## config.mk

```make
export PLATFORM = sky130hd
export DESIGN_NAME = fifo_umbral
export DESIGN_NICKNAME = d
export VERILOG_FILES = /design/src/rtl/fifo_umbral.sv
export SDC_FILE = /design/constraint.sdc
export NUM_CORES = 1
export LEC_CHECK = 0
export BUFFER_PORTS_ARGS = -buffer_cell sky130_fd_sc_hd__buf_2
export CAP_MARGIN = 20
export CORE_MARGIN = 5
export CORE_UTILIZATION = 45
export CTS_CLUSTER_SIZE = 40
export DETAILED_ROUTE_END_ITERATION = 16
export PLACE_DENSITY = 0.69
export SYNTH_ARGS = -nofsm -noshare
export SYNTH_HDL_FRONTEND = slang
export SYNTH_SLANG_ARGS = --single-unit
```

## constraint.sdc

```tcl
create_clock -name clk -period 2.23 [get_ports clk]
set_input_delay 0.223 -clock clk [delete_from_list [all_inputs] [get_ports clk]]
set_output_delay 0.223 -clock clk [all_outputs]
set_load 0.005 [all_outputs]
```

## src/rtl/fifo_umbral.sv

```systemverilog
// fifo_umbral: synchronous FIFO with programmable almost-full / almost-empty
// thresholds, feeding the flow-control state machine.
//
// Ports:
//   clk, reset            rising-edge clock, synchronous active-high reset
//   umbral_alto           free-slot threshold: almost_full = count >= DEPTH - umbral_alto
//   umbral_bajo           occupancy threshold: almost_empty = count <= umbral_bajo
//   push, data_in         write request and data
//   pop                   read request
//   data_out, valid_out   registered read data, valid the cycle after a pop
//   fifo_empty/fifo_full  count == 0 / count == DEPTH
//   almost_full/almost_empty  threshold flags (combinational from count)
//   fifo_error            registered overflow/underflow flag
//   count                 words stored, 0..DEPTH
//
// Configuration macro FIFO_ERR_STICKY_EN: when defined, fifo_error holds at 1
// after the first error until reset; otherwise it pulses once per error event.

module fifo_umbral #(
    parameter int DATA_WIDTH = 6,
    parameter int ADDR_WIDTH = 2
) (
    input  logic                  clk,
    input  logic                  reset,
    input  logic [ADDR_WIDTH-1:0] umbral_alto,
    input  logic [ADDR_WIDTH-1:0] umbral_bajo,
    input  logic                  push,
    input  logic [DATA_WIDTH-1:0] data_in,
    input  logic                  pop,
    output logic [DATA_WIDTH-1:0] data_out,
    output logic                  valid_out,
    output logic                  fifo_empty,
    output logic                  fifo_full,
    output logic                  almost_full,
    output logic                  almost_empty,
    output logic                  fifo_error,
    output logic [ADDR_WIDTH:0]   count
);

    localparam int unsigned           DEPTH   = 2 ** ADDR_WIDTH;
    localparam logic [ADDR_WIDTH:0]   C_DEPTH = {1'b1, {ADDR_WIDTH{1'b0}}};

    logic [DATA_WIDTH-1:0] r_mem [0:DEPTH-1];
    logic [ADDR_WIDTH-1:0] r_wr_ptr;
    logic [ADDR_WIDTH-1:0] r_rd_ptr;
    logic [ADDR_WIDTH:0]   r_count;
    logic [DATA_WIDTH-1:0] r_data_out;
    logic                  r_valid;
    logic                  r_error;

    logic w_full;
    logic w_empty;
    logic w_wr;
    logic w_rd;
    logic w_err_evt;

    always_comb begin
        w_full    = (r_count == C_DEPTH);
        w_empty   = (r_count == '0);
        // A push while full is accepted only when a pop frees the slot in the same cycle.
        w_wr      = push && (!w_full || pop);
        w_rd      = pop && !w_empty;
        w_err_evt = (push && w_full && !pop) || (pop && w_empty);
    end

    // Storage has no reset; writes are suppressed while reset is asserted.
    always_ff @(posedge clk) begin
        if (!reset && w_wr) begin
            r_mem[r_wr_ptr] <= data_in;
        end
    end

    always_ff @(posedge clk) begin
        if (reset) begin
            r_wr_ptr   <= '0;
            r_rd_ptr   <= '0;
            r_count    <= '0;
            r_data_out <= '0;
            r_valid    <= 1'b0;
            r_error    <= 1'b0;
        end else begin
            if (w_wr) begin
                r_wr_ptr <= r_wr_ptr + ADDR_WIDTH'(1);
            end
            // When full with push+pop, wr_ptr == rd_ptr; the read sees the old word
            // because the memory write lands at the same edge.
            if (w_rd) begin
                r_data_out <= r_mem[r_rd_ptr];
                r_rd_ptr   <= r_rd_ptr + ADDR_WIDTH'(1);
                r_valid    <= 1'b1;
            end else begin
                r_valid    <= 1'b0;
            end
            if (w_wr && !w_rd) begin
                r_count <= r_count + (ADDR_WIDTH+1)'(1);
            end else if (w_rd && !w_wr) begin
                r_count <= r_count - (ADDR_WIDTH+1)'(1);
            end
`ifdef FIFO_ERR_STICKY_EN
            r_error <= r_error | w_err_evt;
`else
            r_error <= w_err_evt;
`endif
        end
    end

    always_comb begin
        data_out     = r_data_out;
        valid_out    = r_valid;
        fifo_error   = r_error;
        count        = r_count;
        fifo_empty   = w_empty;
        fifo_full    = w_full;
        // Thresholds are zero-extended so the subtraction cannot wrap.
        almost_full  = (r_count >= (C_DEPTH - {1'b0, umbral_alto}));
        almost_empty = (r_count <= {1'b0, umbral_bajo});
    end

endmodule

```

==> summary.txt, run 1 <==
Placement
  – Number of I/O port buffers: 28
  – Number of placed instances with taps included: 199
  – Placed wire-length estimate after detailed placement: roughly 2300 um
  – RD Place Congestion: about 0.76

Drt
  – Initial DRC Count: 69
  – Count of unresolved DRC violations after routing: 0
  – Post-Route WL: 3030 um
  – Via-to-Cell Ratio: 4.97
  – Post-DRT Antenna Nets: 0
  – Avg WL per Cell: 14.5 um
  – Total via count after detailed routing: just over 1k
  – Length of the first detailed-routing pass in iterations: 4

Power
  – Switching pwr: approximately 670 uW
  – Largest vdd supply drop: 0.433 mV
  – Power after layout: 2210 uW
  – Fraction of power spent switching nets: a little under a third
  – Gate power share: 35.1%
  – Power density normalized to cell area: 1070 nW/um2
  – Clock power frac: 21.4%
  – Proportion of power drawn by flip-flops and latches: 43.6%
  – Cell-internal power: 1540 uW
  – Lkg Pwr: between 0.0008 and 0.0009 uW

Yosys
  – Adder-cell area share of the yosys netlist: 9.16%
  – Top cell type's share of synthesized area: 41.9%
  – Number of nets produced by synthesis: between 100 and 150
  – Synthesized netlist cell count: approximately 120
  – Cell taking the most area after synthesis: edfxtp_1
  – Synth Area in Compound Gates: 4.36%
  – Largest cells by area after synthesis: edfxtp_1, dfxtp_1, ha_1
  – Average cell area after synthesis: 14.0 um2
  – Share of cell area taken by muxes after synthesis: between 10% and 20%
  – FF+latch count, synth: 39
  – Synthesized cell area: between 1500 and 2000 um2
  – Main combinational cell family by area after synthesis: multiplexers
  – Post-synthesis xor/xnor area fraction: 2.03%
  – Simple-gate area share of the yosys netlist: between 7 and 8%
  – Yosys warning count: 0
  – Distinct cell type count after synthesis: 27
  – Seq/Total Area, Yosys: 59.3%

Critical path
  – Critical Path, Cell by Cell: or3b_4 > o21ai_4 > buf_4 > buf_4 > nor3b_1
  – Startpoint class of the critical path: register
  – Setup slack of the worst register-to-register path: 0.14 ns
  – Worst path arrival time: about 2.0 ns
  – Reg2reg path depth: 5
  – Crit path max fanout: 6
  – Crit path required time: 2.13 ns
  – Largest stage delay, worst path: between 0.8 and 0.9 ns
  – Sort of element at the end of the critical path: register
  – Path type of the worst setup path: register to register
  – Cell with the largest stage delay on the worst path: nor3b_1
  – Dominant cell type by count on the critical path: buf_4

Floorplan
  – Area of the placeable core: 3690 um2
  – Die X-Extent: 71.9 um
  – Row cnt: 22
  – Number of primary I/O pins: 29
  – Die ar.: 5160 um2
  – Die Y: between 70 and 80 um
  – Effective utilization at floorplan: 46.7%

STA
  – Slew headroom: 31.8%
  – Max Transition Viols Final: 0
  – Final setup fails: 0
  – Final hold slack: 0.152 ns
  – Setup repair after global routing missed its margin: false
  – Clock period minus worst slack: 2.09 ns
  – Post-route clock skew: 0.00723 ns
  – Pin slew with the least headroom to its limit: 1.02 ns
  – Fin. Hold Viols: 0
  – Portion of the clock cycle consumed by the worst path in the final layout: around 94%
  – Max Freq: 479 MHz
  – Setup TNS: 0 ns

Global routing
  – Grt total ovfl: 0
  – Number of global-route vias before repair: 1061
  – GRT Overall Usage: 12.7%
  – Antenna violations before repair: 0
  – Wire length of the first global-routing pass: roughly 5000 um
  – Pin count of the biggest net entering global routing: 22

Clock network
  – Clock Latency Late Sink: ~0.28 ns
  – Root buf cell: clkbuf_8
  – Clock transition at path regs: roughly 0.07 ns
  – CTS tree: built
  – Inserted Clock Buffers: 5
  – Number of clock sinks seen by CTS: 39
  – Maximum count of clock buffers along a single path: 2
  – CTS H-tree lvls: 2

Layout
  – Antenna cells: 0
  – Number of non-filler instances in the completed layout: 209
  – Fillers: approximately 330
  – Signed area change from the synthesized netlist to the final layout: 19.5%
  – Final core occ: 55.8%
  – Final nets: 186
  – Share of layout cells above drive strength 1: between 30% and 40%

Min path
  – Path type of the worst min-delay path: primary input to register
  – Number of cells on the worst hold path: 1

Job
  – Number of maximum-capacitance violations: 0

Run status
  – Run status: complete, no violations
[state kept, by name, summed over array words and instances (netlist names)]
| signal | count |
|---|---|
| valid_out | 1 |
| data_out | 6 |
| count | 3 |
| r_mem | 24 |
| fifo_error | 1 |
| r_wr_ptr | 2 |
| r_rd_ptr | 2 |
[cell usage in the layout (no fill, tap or decap), types with 2 or more instances in the layout]
cell type,count
a21o_1,3
a21oi_1,2
buf_2,29
buf_4,6
clkbuf_8,6
dfxtp_1,13
edfxtp_1,24
ha_1,10
inv_1,11
mux2i_1,8
mux4_2,6
nand2_1,2
nand2b_1,3
nor2_1,13
nor3b_1,4
xor2_1,4
[synthesized netlist by cell type (all sizes together)]
cell type / number
o21ai: 2
nand2b: 3
a21oi: 3
dfxtp: 15
xor2: 4
fa: 1
mux2: 1
or3b: 1
ha: 11
inv: 12
edfxtp: 24
nor3b: 4
mux4: 6
mux2i: 8
nor2: 13
o31ai: 1
nor3: 1
a21o: 3
nand3b: 1
buf: 3
o311ai: 1
nand2: 2
clkbuf: 2
or3: 1
[worst max-delay path, delay by kind of cell, from the launching register on]
family | cells | cell delay (ns)
and+or+nand+nor | 2 | 1.05
DFF | 1 | 0.33
buffers and inverters | 2 | 0.26
AOI/OAI and AO/OA | 1 | 0.06
[metal layers]
metal	track usage (%)	share of wire [%]
met1	15.0	41
met2	21.0	51
met3	4.07	5.4
met4	5.64	1.6
met5	0	0
[worst paths after layout]
check | to | startpoint
setup reg to reg | r_mem[1][3]$_DFFE_PP_ | count[2]$_SDFFE_PP0P_
setup / recovery | r_mem[1][3]$_DFFE_PP_ | count[2]$_SDFFE_PP0P_
hold / removal | r_mem[0][0]$_DFFE_PP_ | data_in[0]
hold reg to reg | data_out[0]$_SDFFE_PP0P_ | data_out[0]$_SDFFE_PP0P_
[metrics by stage]
step,setup slack [ns],area [um2]
6_report,0.142,2060
3_3_place_gp,0.167,1940
2_1_floorplan,0.0192,1720
3_5_place_dp,0.0938,1940
5_1_grt,0.0413,2060
4_1_cts,0.0643,2030
[power by group through the flow]
| stage | clock network (uW) | registers, uW | logic [uW] |
|---|---|---|---|
| floorplan | 0 | 955 | 498 |
| global placement | 0 | 969 | 718 |
| detailed placement | 0 | 978 | 751 |
| CTS | 485 | 962 | 755 |
| global route | 523 | 984 | 871 |
| finish | 473 | 963 | 775 |
[logic make-up after synthesis]
group                      Yosys count
xor gates and xnor gates             4
buffers and inverters               17
muxes                               15
DFF                                 39
and+or+nand+nor                     26
AOI/OAI and AO/OA                   10
adders and majority gates           12
[repair_timing]
action,4_1_cts,5_1_grt
hold buffers,0,0
setup endpoints to repair,0,1
setup buffers,0,1
hold endpoints to repair,0,0
resized for setup,0,7
[area by class of cell]
class / count / area (um2) / share of cell area [%]
Sequential cell: 39 / 1030 / 49.8
Multi-Input combinational cell: 67 / 647 / 31.4
Timing Repair Buffer: 35 / 190 / 9.24
Clock buffer: 7 / 86.3 / 4.19
Tap cell: 48 / 60.1 / 2.92
Inverter: 12 / 45.0 / 2.19
Clock inverter: 1 / 3.75 / 0.182
No activity file was read; power rests on OpenSTA's default activity.
==> run 2: changes to the inputs <==
Settings changed: CTS_BUF_LIST set to sky130_fd_sc_hd__clkbuf_4 sky130_fd_sc_hd__clkbuf_8.
==> run 2 against run 1 <==
Die area is the same. Sequential power barely moved. First-iteration DRC count is the same. Total power is 0.53% higher. Worst setup slack improved by 0.00076 ns. Utilization increased by 0.10 points. Clock-buffer cell count unchanged. Highest routed layer unchanged.
==> summary.txt, run 2 (synthesis gave the netlist of run 1 again) <==
Run status
  – Run status: complete, no violations (unchanged)

Drt
  – Avg WL per Cell: 14.5 um (about the same)
  – Length of the first detailed-routing pass in iterations: 4 (unchanged)
  – Post-Route WL: 3030 um (about the same)
  – Via-to-Cell Ratio: 4.95 (was 4.97)
  – Post-DRT Antenna Nets: 0 (unchanged)
  – Initial DRC Count: 69 (unchanged)
  – Total via count after detailed routing: 1035 (was 1039)
  – Count of unresolved DRC violations after routing: 0 (unchanged)

Power
  – Power density normalized to cell area: 1080 nW/um2 (was 1070 nW/um2)
  – Lkg Pwr: 0.000896 uW (was 0.000893 uW)
  – Power after layout: 2220 uW (was 2210 uW)
  – Largest vdd supply drop: 0.433 mV (about the same)

Critical path
  – End of the worst register-to-register path: r_mem[1][1]$_DFFE_PP_ (was r_mem[1][3]$_DFFE_PP_)
  – Reg2reg path depth: 5 (unchanged)
  – Setup slack of the worst register-to-register path: 0.14 ns (about the same)
  – Path type of the worst setup path: register to register (unchanged)
  – Sort of element at the end of the critical path: register (unchanged)
  – Crit path max fanout: 6 (unchanged)
  – Launching point of the worst reg2reg path: count[2]$_SDFFE_PP0P_ (unchanged)
  – Startpoint class of the critical path: register (unchanged)
  – Crit path required time: 2.13 ns (about the same)
  – Worst path arrival time: 1.99 ns (about the same)

Layout
  – Highest-count cells in the layout ignoring fill and taps: buf_2, edfxtp_1, nor2_1, dfxtp_1, inv_1 (unchanged)
  – Most common library cell in the layout ignoring fill and taps: buf_2 (unchanged)
  – Number of non-filler instances in the completed layout: 209 (unchanged)
  – Signed area change from the synthesized netlist to the final layout: 19.8% (was 19.5%)
  – Final nets: 186 (unchanged)
  – Share of layout cells above drive strength 1: 36.0% (was 35.4%)
  – Top register by number of flip-flops: r_mem (unchanged)
  – Largest register FFs: 24 (unchanged)
  – Antenna cells: 0 (unchanged)

Clock network
  – CTS tree: built (unchanged)
  – Number of hold buffers added after CTS: 0 (unchanged)
  – Inserted Clock Buffers: 5 (unchanged)
  – Clock transition at path regs: 0.07 ns (about the same)
  – CTS H-tree lvls: 2 (unchanged)
  – Number of clock sinks seen by CTS: 39 (unchanged)
  – Clock Latency Late Sink: 0.28 ns (about the same)
  – Maximum count of clock buffers along a single path: 2 (unchanged)
  – Root buf cell: clkbuf_8 (unchanged)

STA
  – Final setup fails: 0 (unchanged)
  – Final hold slack: 0.152 ns (about the same)
  – Fin. Hold Viols: 0 (unchanged)
  – Setup repair after global routing missed its margin: false (unchanged)
  – Portion of the clock cycle consumed by the worst path in the final layout: 93.6% (about the same)
  – Pin slew with the least headroom to its limit: 1.02 ns (about the same)
  – Max Transition Viols Final: 0 (unchanged)
  – Slew headroom: 31.9% (was 31.8%)
  – Clock period minus worst slack: 2.09 ns (about the same)
  – Post-route clock skew: 0.00728 ns (was 0.00723 ns)
  – Max Freq: 479 MHz (about the same)
  – Setup TNS: 0 ns (unchanged)

Placement
  – Number of I/O port buffers: 28 (unchanged)
  – Number of placed instances with taps included: 199 (unchanged)
  – Placed wire-length estimate after detailed placement: 2260 um (unchanged)
  – RD Place Congestion: 0.757 (unchanged)

Floorplan
  – Die Y: 71.9 um (unchanged)
  – Row cnt: 22 (unchanged)
  – Die X-Extent: 71.9 um (unchanged)
  – Effective utilization at floorplan: 46.7% (unchanged)
  – Number of primary I/O pins: 29 (unchanged)
  – Die ar.: 5160 um2 (unchanged)
  – Area of the placeable core: 3690 um2 (unchanged)

Global routing
  – Pin count of the biggest net entering global routing: 22 (unchanged)
  – GRT Overall Usage: 12.7% (unchanged)
  – Wire length of the first global-routing pass: 4970 um (unchanged)
  – Number of global-route vias before repair: 1061 (unchanged)
  – Grt total ovfl: 0 (unchanged)
  – Antenna violations before repair: 0 (unchanged)

Min path
  – Number of cells on the worst hold path: 1 (unchanged)
  – Worst hold start: data_in[0] (unchanged)
  – Hold worst-path end: r_mem[3][0]$_DFFE_PP_ (was r_mem[0][0]$_DFFE_PP_)
  – Path type of the worst min-delay path: primary input to register (unchanged)

Job
  – Number of maximum-capacitance violations: 0 (unchanged)
## run 2: cell counts in the layout (fill, tap and decap cells not counted)
No cell type changed its count.
## run 2: how the worst max path moves through the flow
stage	end	depth (start not counted)	slack, ns	from
floorplan	count[2]$_SDFFE_PP0P_	8	0.02	count[0]$_SDFFE_PP0P_
finish	r_mem[1][1]$_DFFE_PP_	5	0.14	count[2]$_SDFFE_PP0P_
global placement	count[2]$_SDFFE_PP0P_	9	0.17	count[0]$_SDFFE_PP0P_
CTS	count[2]$_SDFFE_PP0P_	9	0.06	count[0]$_SDFFE_PP0P_
global route	r_mem[1][1]$_DFFE_PP_	5	0.04	count[2]$_SDFFE_PP0P_
detailed placement	count[2]$_SDFFE_PP0P_	9	0.09	count[0]$_SDFFE_PP0P_
## run 2: what timing repair did
action,4_1_cts,5_1_grt
buffers inserted,0,1
endpoints found under the hold margin,0,0
gates resized for setup,0,7
endpoints found under the setup margin,0,1
## run 2: through the flow
step | util, % | setup WS, ns | instance area [um2]
3_3_place_gp | 52.5 | 0.167 | 1940
6_report | 55.9 | 0.143 | 2060
5_1_grt | 55.9 | 0.0416 | 2060
3_5_place_dp | 52.5 | 0.0938 | 1940
4_1_cts | 55.1 | 0.0643 | 2030
2_1_floorplan | - | 0.0192 | 1720
## run 2: report_power, final
group	internal, uW	switching, uW	total [uW]
Combinational	421	354	775
Sequential	871	92.8	963
Clock	260	224	484
## run 2: layer usage
layer	up-vias	wire length, um	part of all wire [%]	global-route usage, %
met5	-	0	0	0
met4	0	49	1.6	5.64
met3	7	159	5.3	4.07
met2	22	1560	52	21.0
met1	494	1250	41	15.0
li1	512	-	-	-
## run 2: critical path, stage by stage (launching register included)
cell,delay (ns)
dfxtp_2,0.33
or3b_4,0.24
o21ai_4,0.06
buf_4,0.13
buf_4,0.13
nor3b_1,0.81
## run 2: final cells by class
cell class / count / area, um2
tap: 48 / 60.1
sequential: 39 / 1030
multi-input combinational: 67 / 647
inverter: 12 / 45.0
clock buffer: 7 / 90.1
timing repair buffer: 35 / 190
fill: 326 / 1630
clock inverter: 1 / 3.75
